==> src/rtl/neuron_seq_ctrl.sv <==
// neuron_seq_ctrl: sequences one neuron evaluation. Streams N_INPUTS operand
// pairs into an external multiplier, gates its results into an external
// accumulator, maps the final sum onto a sigmoid LUT address and captures
// the activation.
// Ports: clk/rst (async, active-high); start/busy/done handshake;
//   in_idx/mac_valid/mac_ready drive the multiplier input side;
//   res_valid/acc_clr/acc_en/acc_data run the accumulator;
//   lut_addr/lut_data read the sigmoid LUT; output_neuron holds the result.
module neuron_seq_ctrl #(
  parameter int DATA_WIDTH = 16,
  parameter int ADDR_WIDTH = 8,
  parameter int N_INPUTS   = 16,
  parameter int IDX_WIDTH  = 4
) (
  input  logic                  clk,
  input  logic                  rst,
  input  logic                  start,
  output logic                  busy,
  output logic [IDX_WIDTH-1:0]  in_idx,
  output logic                  mac_valid,
  input  logic                  mac_ready,
  input  logic                  res_valid,
  output logic                  acc_clr,
  output logic                  acc_en,
  input  logic [DATA_WIDTH-1:0] acc_data,
  output logic [ADDR_WIDTH-1:0] lut_addr,
  input  logic [DATA_WIDTH-1:0] lut_data,
  output logic [DATA_WIDTH-1:0] output_neuron,
  output logic                  done
);

  // Counters need one extra bit so they can hold N_INPUTS itself.
  localparam int CW = IDX_WIDTH + 1;
  localparam logic [CW-1:0] N_CNT = CW'(N_INPUTS);
  localparam logic signed [DATA_WIDTH:0] BIAS = (DATA_WIDTH+1)'(128);
  localparam logic signed [DATA_WIDTH:0] TMAX = (DATA_WIDTH+1)'(255);

  typedef enum logic [2:0] {IDLE, ISSUE, DRAIN, SETTLE, ADDR, LUT} state_t;

  state_t          state, state_nxt;
  logic [CW-1:0]   issue_cnt, res_cnt;
  logic            issue_fire, issue_last, res_take, res_last, accept;
  logic signed [DATA_WIDTH:0] acc_ext, t_val;
  logic [ADDR_WIDTH-1:0]      lut_sat;

  assign accept     = (state == IDLE) && start;
  assign issue_fire = (state == ISSUE) && mac_ready;
  assign issue_last = issue_fire && (issue_cnt == N_CNT - 1'b1);
  // Results are only counted while an evaluation is collecting them; stray
  // or post-reset results from the multiplier pipeline fall through here.
  assign res_take   = (state == ISSUE || state == DRAIN) && res_valid && (res_cnt < N_CNT);
  assign res_last   = res_take && (res_cnt == N_CNT - 1'b1);

  // Q8.8 sum -> Q8.4 step, re-centred on address 128, clamped to the table.
  assign acc_ext = {acc_data[DATA_WIDTH-1], acc_data};
  assign t_val   = (acc_ext >>> 4) + BIAS;
  always_comb begin
    lut_sat = t_val[ADDR_WIDTH-1:0];
    if (t_val[DATA_WIDTH])  lut_sat = '0;
    else if (t_val > TMAX)  lut_sat = '1;
  end

  always_ff @(posedge clk or posedge rst) begin
    if (rst) state <= IDLE;
    else     state <= state_nxt;
  end

  always_comb begin
    state_nxt = state;
    busy      = (state != IDLE);
    mac_valid = 1'b0;
    acc_en    = res_take;
    done      = 1'b0;
    case (state)
      IDLE:   if (start) state_nxt = ISSUE;
      ISSUE: begin
        mac_valid = 1'b1;
        // A zero-latency multiplier can finish both counts on the same edge.
        if (issue_last) state_nxt = res_last ? SETTLE : DRAIN;
      end
      DRAIN:  if (res_last) state_nxt = SETTLE;
      // One idle cycle so the accumulator registers the final product.
      SETTLE: state_nxt = ADDR;
      ADDR:   state_nxt = LUT;
      LUT: begin
        done      = 1'b1;
        state_nxt = IDLE;
      end
      default: state_nxt = IDLE;
    endcase
  end

  always_ff @(posedge clk or posedge rst) begin
    if (rst) begin
      issue_cnt     <= '0;
      res_cnt       <= '0;
      in_idx        <= '0;
      acc_clr       <= 1'b0;
      lut_addr      <= '0;
      output_neuron <= '0;
    end else begin
      acc_clr <= accept;
      if (accept) begin
        issue_cnt <= '0;
        res_cnt   <= '0;
        in_idx    <= '0;
      end else begin
        if (issue_fire) begin
          issue_cnt <= issue_cnt + 1'b1;
          // Leave the address parked on the last operand rather than wrapping.
          if (!issue_last) in_idx <= in_idx + 1'b1;
        end
        if (res_take) res_cnt <= res_cnt + 1'b1;
      end
      if (state == ADDR) lut_addr      <= lut_sat;
      if (state == LUT)  output_neuron <= lut_data;
    end
  end

endmodule
==> config.mk <==
export PLATFORM = sky130hd
export DESIGN_NAME = neuron_seq_ctrl
export DESIGN_NICKNAME = d
export VERILOG_FILES = /design/src/rtl/neuron_seq_ctrl.sv
export SDC_FILE = /design/constraint.sdc
export NUM_CORES = 1
export LEC_CHECK = 0
export ABC_AREA = 1
export BUFFER_PORTS_ARGS = -buffer_cell sky130_fd_sc_hd__buf_2
export CORE_UTILIZATION = 47
export CTS_BUF_LIST = sky130_fd_sc_hd__clkbuf_8
export CTS_CLUSTER_DIAMETER = 40
export DETAILED_ROUTE_END_ITERATION = 12
export PLACE_DENSITY = 0.77
export REMOVE_ABC_BUFFERS = 1
export SETUP_SLACK_MARGIN = 0.05
export SLEW_MARGIN = 15
export SYNTH_ARGS = -nofsm -noshare
export SYNTH_HDL_FRONTEND = slang
export SYNTH_SLANG_ARGS = --single-unit
==> constraint.sdc <==
create_clock -name clk -period 1.5 [get_ports clk]
set_clock_uncertainty 0.05 [all_clocks]
set_input_delay 0.375 -clock clk [delete_from_list [all_inputs] [get_ports clk]]
set_output_delay 0.375 -clock clk [all_outputs]
set_load 0.005 [all_outputs]
* Word level (Yosys, flattened, before mapping)
Cells that the tools add are included.
Word-level totals: bits in registers 42, bits in latches 0, memory bits (writable) 0, memory bits (read-only) 0, bits of input ports 37, output and inout port bits 33, memories kept 0
Operators by class: add/sub/neg operators 4, multipliers 0, divide/modulo/power cells 0, order comparisons 2, equal/unequal tests 11, shift operators 0, mux-type cells 16, bitwise operators 0, reduce and logical (&&, ||, !) cells 13
Operator list (number):
- $mux 5 | 4
- $mux 8 | 2
- $pmux 3 s5 | 1
- $add 12x9->13 const B | 1
- $gt 13x9->1 const B | 1
- $mux 4 | 3
- $add 5x1->5 const B | 2
- $eq 5x4->1 const B | 2
- $mux 3 | 3
- $eq 3x2->1 const B | 2
- $eq 3x3->1 const B | 2
- $logic_and 1x1->1 | 6
- $ne 2x2->1 const B | 3
- $lt 5x5->1 const B | 1
- $add 4x1->4 const B | 1
- $reduce_bool 2->1 | 2
- $eq 3x1->1 const B | 1
- $logic_not 3->1 | 1
- $mux 1 | 3
- $reduce_and 3->1 | 1
- $reduce_bool 3->1 | 1
- $ne 2x1->1 const B | 1
- $reduce_and 2->1 | 1
- $logic_or 1x1->1 | 1

* Logic depth before layout (Yosys ltp)
word-level depth 8, mapped depth 12

* Least setup slack after synthesis
Ideal clock, no wire load.
kind reg-to-reg, start point register res_cnt[0], end point register state[0], setup time 0.065 ns, data arrival time 1.436 ns, path slack -0.051 ns, stages on the path, launching flop included 11, period minus slack after synthesis 1.551 ns, cells stage by stage dfrtp_1 -> ha_1 -> inv_1 -> nor3_1 -> ha_1 -> inv_1 -> o31ai_1 -> nand2_1 -> nor2_1 -> nand2_1 -> nand2_1
On the way: longest elaborated chain between the ends 6, elaborated cells on any way between the ends 9, classes of those cells order compare: 1; eq/ne: 2; mux: 3; reduce/logical: 3
RTL lines:
- start: declaration | line 41 | logic [CW-1:0] issue_cnt, res_cnt;
- start signal: assignment | line 113 | if (res_take) res_cnt <= res_cnt + 1'b1;
- $lt 5x5->1 | line 51 | assign res_take = (state == ISSUE || state == DRAIN) && res_valid && (res_cnt < N_CNT);
- $logic_and 1x1->1 | line 51
- $logic_and 1x1->1 * | line 52 | assign res_last = res_take && (res_cnt == N_CNT - 1'b1);
- $mux 1 | line 79 | if (issue_last) state_nxt = res_last ? SETTLE : DRAIN;
- $mux 3 | line 79
- $pmux 3 s5 | line 74 | case (state)
- end signal: assignment | line 65 | else state <= state_nxt;
- end: declaration | line 40 | state_t state, state_nxt;
Every way passes the cells marked *; elsewhere a longest branch is shown, timed or not. The select of a mux whose other input is x is not followed. A chain may end at the register's enable or synchronous reset.

* Final worst setup path
start point register res_cnt[0], end point register state[1]
On the way: longest elaborated chain between the ends 5, elaborated cells on any way between the ends 6, classes of those cells order compare: 1; eq/ne: 2; reduce/logical: 3
RTL lines (line):
- $lt 5x5->1 | 51
- $logic_and 1x1->1 | 51
- $logic_and 1x1->1 * | 52
- $ne 2x2->1 (no source line) *
- $reduce_and 3->1 (no source line) *
Every way passes the cells marked *; elsewhere a longest branch is shown, timed or not.

==> metrics.cfg <==
[synth]
syn_area_sq_um = 2110
synth_top_area_share_pct = 49.8
ys_warn_count = 0
yosys-top-cells-count = 107 x nand2_1, 42 x dfrtp_1, 29 x inv_1
synth-main-ff-cell = dfrtp_1
ys_async_sr_fraction_pct = 100
syn_area_per_cell_sq_um = 8.06
ys_seq_area_share_pct = 49.8
synthDistinctLibCells = 25
postSynthCellCount = 262
synth_area_leaders = dfrtp_1 50%, nand2_1 19%, inv_1 5.2%
synth_edf_count = 0
ys_ff_latch = 42
yosys.area.top_type = dfrtp_1
yosysMostFrequentCell = nand2_1

[global_routing]
grtUsageMet2_pct = 35.2
first_global_vias = 1824
antenna_found_initial = 0
met3_usage_pct = 4.09
grt_overflow = 0
grt_max_degree = 43
grt_pass1_wl_mm = 7.91
grt.total_usage_pct = 20.4
top_usage_layer = met2
met1_usage_pct = 25.4

[timing]
report.final.slew_viol_count = 0
hold_viol = 0
clock.fmax_ghz = 0.573
setup_viol = 11
whs_ps = 79.9
fin_crit_sh_pct = 116
min_period_ps = 1750
relSlewSlack_pct = 80.2
setup_slack_ps = -245
rsz0062_at_grt = true
final.setup.tns_ps = -1490
worst_pin_slew_ps = 296

[min_path]
hold_path.class = in2async

[cts]
ctsLongestPathBuffers = 2
cts_buffers = 5
clkSinkCount = 42
insertion_delay_ps = 290
path_clk_slew_ps = 80
htreeDepth = 2
cts_tree = done
cts-root-buf = clkbuf_8

[worst_setup_path]
endpoint_kind = flop
r2r-end = state[1]
ff2ff_path_depth = 10
cpMaxStageDelayCell = dfrtp_1
crit_chain = ha_1 > inv_1 > nor3_2 > ha_2 > inv_1 > o31ai_4 > nand2_1 > nor2_1 > nand2_1 > nand2_1
ff2ff_setup_slack_ps = -250
criticalPathCategory = reg2reg
crit_path_max_incr_delay_ps = 370
arrival_ps = 1930
cp_max_fo = 2
worst_path_most_repeated_cell = nand2_1
worst_setup_path_start_kind = flop
reg2reg_from = res_cnt[0]
cp.required_ps = 1680

[place]
dp.cells = 395
gp_congestion = 0.864
portBuffers = 65
hpwl_mm = 3.21
place_area_sq_um = 2630

[floorplanning]
die_area_sq_um = 4760
core_area_sq_um = 4320
pin_count = 70
die_height_microns = 69.0
die_w_microns = 69.0
start_util_pct = 48.8
row_count = 24

[job]
max_cap_violations = 0

[layout]
drive_gt1_share_pct = 38.0
area_delta_synth_final_pct = 41.4
post-route-util_pct = 69.0
fin_nets = 411
final_area_sq_um = 2980
stdcell_count = 420
diodes = 0

[detailed_routing]
antenna_left = 0
vias = 1988
wl_per_cell_microns = 11.5
drc = 0
wirelength_mm = 4.84
vias_per_cell = 4.73
firstDrtPassIters = 4
dr.first_iter.drc_count = 115

[status]
violations = setup timing
outcome = finished with violations

[power]
power_leakage_nw = 1.64
powerDensity_nw_per_um2 = 1740
peakVddDrop_uv = 801

-- cell usage in the layout, fill, tap and decap left out, types with 3 or more instances in the layout --
cell	n
dfrtp_1	41
inv_2	7
inv_1	26
ha_1	5
buf_6	3
buf_4	31
o21ai_1	3
nor3_1	6
nand2_1	105
buf_2	65
nand2_2	3
nand3_1	11
nor2_1	14
nand3_4	3
nand3b_1	8
clkbuf_8	5
-- registers in the layout (all words and copies together), names as in the netlist --
register,flops
res_cnt,5
issue_cnt,5
in_idx,4
lut_addr,8
state,3
output_neuron,16
acc_clr,1
-- cells by family (layout without fill, tap and decap cells) --
kind of cell	count (synthesis)	after routing	synth area share, %
adder cells (fa/ha/maj)	7	7	4.15
AO/OA/AOI/OAI	11	11	3.38
XOR/XNOR	4	4	1.66
buffers and inverters	37	143	7.41
AND/OR/NAND/NOR	161	161	33.6
flip-flops	42	42	49.8
-- area by class of cell --
type / instances / area (sq um)
inverters: 35 / 141
repair buffers: 100 / 612
clock buffers: 5 / 68.8
fillers: 361 / 1340
well taps: 52 / 65.1
flip-flops and latches: 42 / 1050
multi-input cells: 183 / 1000
clock inverters: 3 / 41.3
-- stage by stage --
| stage | worst slack, ps | total power [mW] |
|---|---|---|
| after detailed placement | -194 | 3.78 |
| after global routing | -308 | 5.59 |
| after floorplan | -50.9 | 2.91 |
| after CTS | -167 | 4.99 |
| final | -245 | 5.19 |
| after global placement | -109 | 3.69 |
-- how the worst max path moves through the flow --
stage,cells past startpoint,start,endpoint,slack [ps]
2_1_floorplan,10,res_cnt[0],state[0],-50
3_3_place_gp,10,res_cnt[0],state[0],-110
3_5_place_dp,10,res_cnt[0],state[0],-190
4_1_cts,5,state[1],mac_valid,-170
5_1_grt,10,res_cnt[0],state[1],-310
6_report,10,res_cnt[0],state[1],-250
-- report_power, final --
part / switching, mW / total [mW] / internal [mW]
Clock: 0.391 / 0.880 / 0.490
Combinational: 1.26 / 2.44 / 1.18
Sequential: 0.269 / 1.87 / 1.60
-- routing by layer --
metal / routed length, microns / share of wire, %
met5: 0 / 0
met4: 170 / 3.5
met3: 198 / 4.1
met2: 2400 / 50
met1: 2070 / 43
-- critical path: cells and delay by family, from the launching register on --
kind                     cells  cell delay (ps)
AO/OA/AOI/OAI                1              270
flip-flops                   1              370
adder cells (fa/ha/maj)      2              360
AND/OR/NAND/NOR              5              490
buffers and inverters        2              140
-- timing repair --
action,CTS,global route
endpoints found under the setup margin,10,34
hold buffers,0,0
resized for setup,18,15
buffers inserted,11,6
pin swaps,7,6
Power figures use the tool's default switching activity.
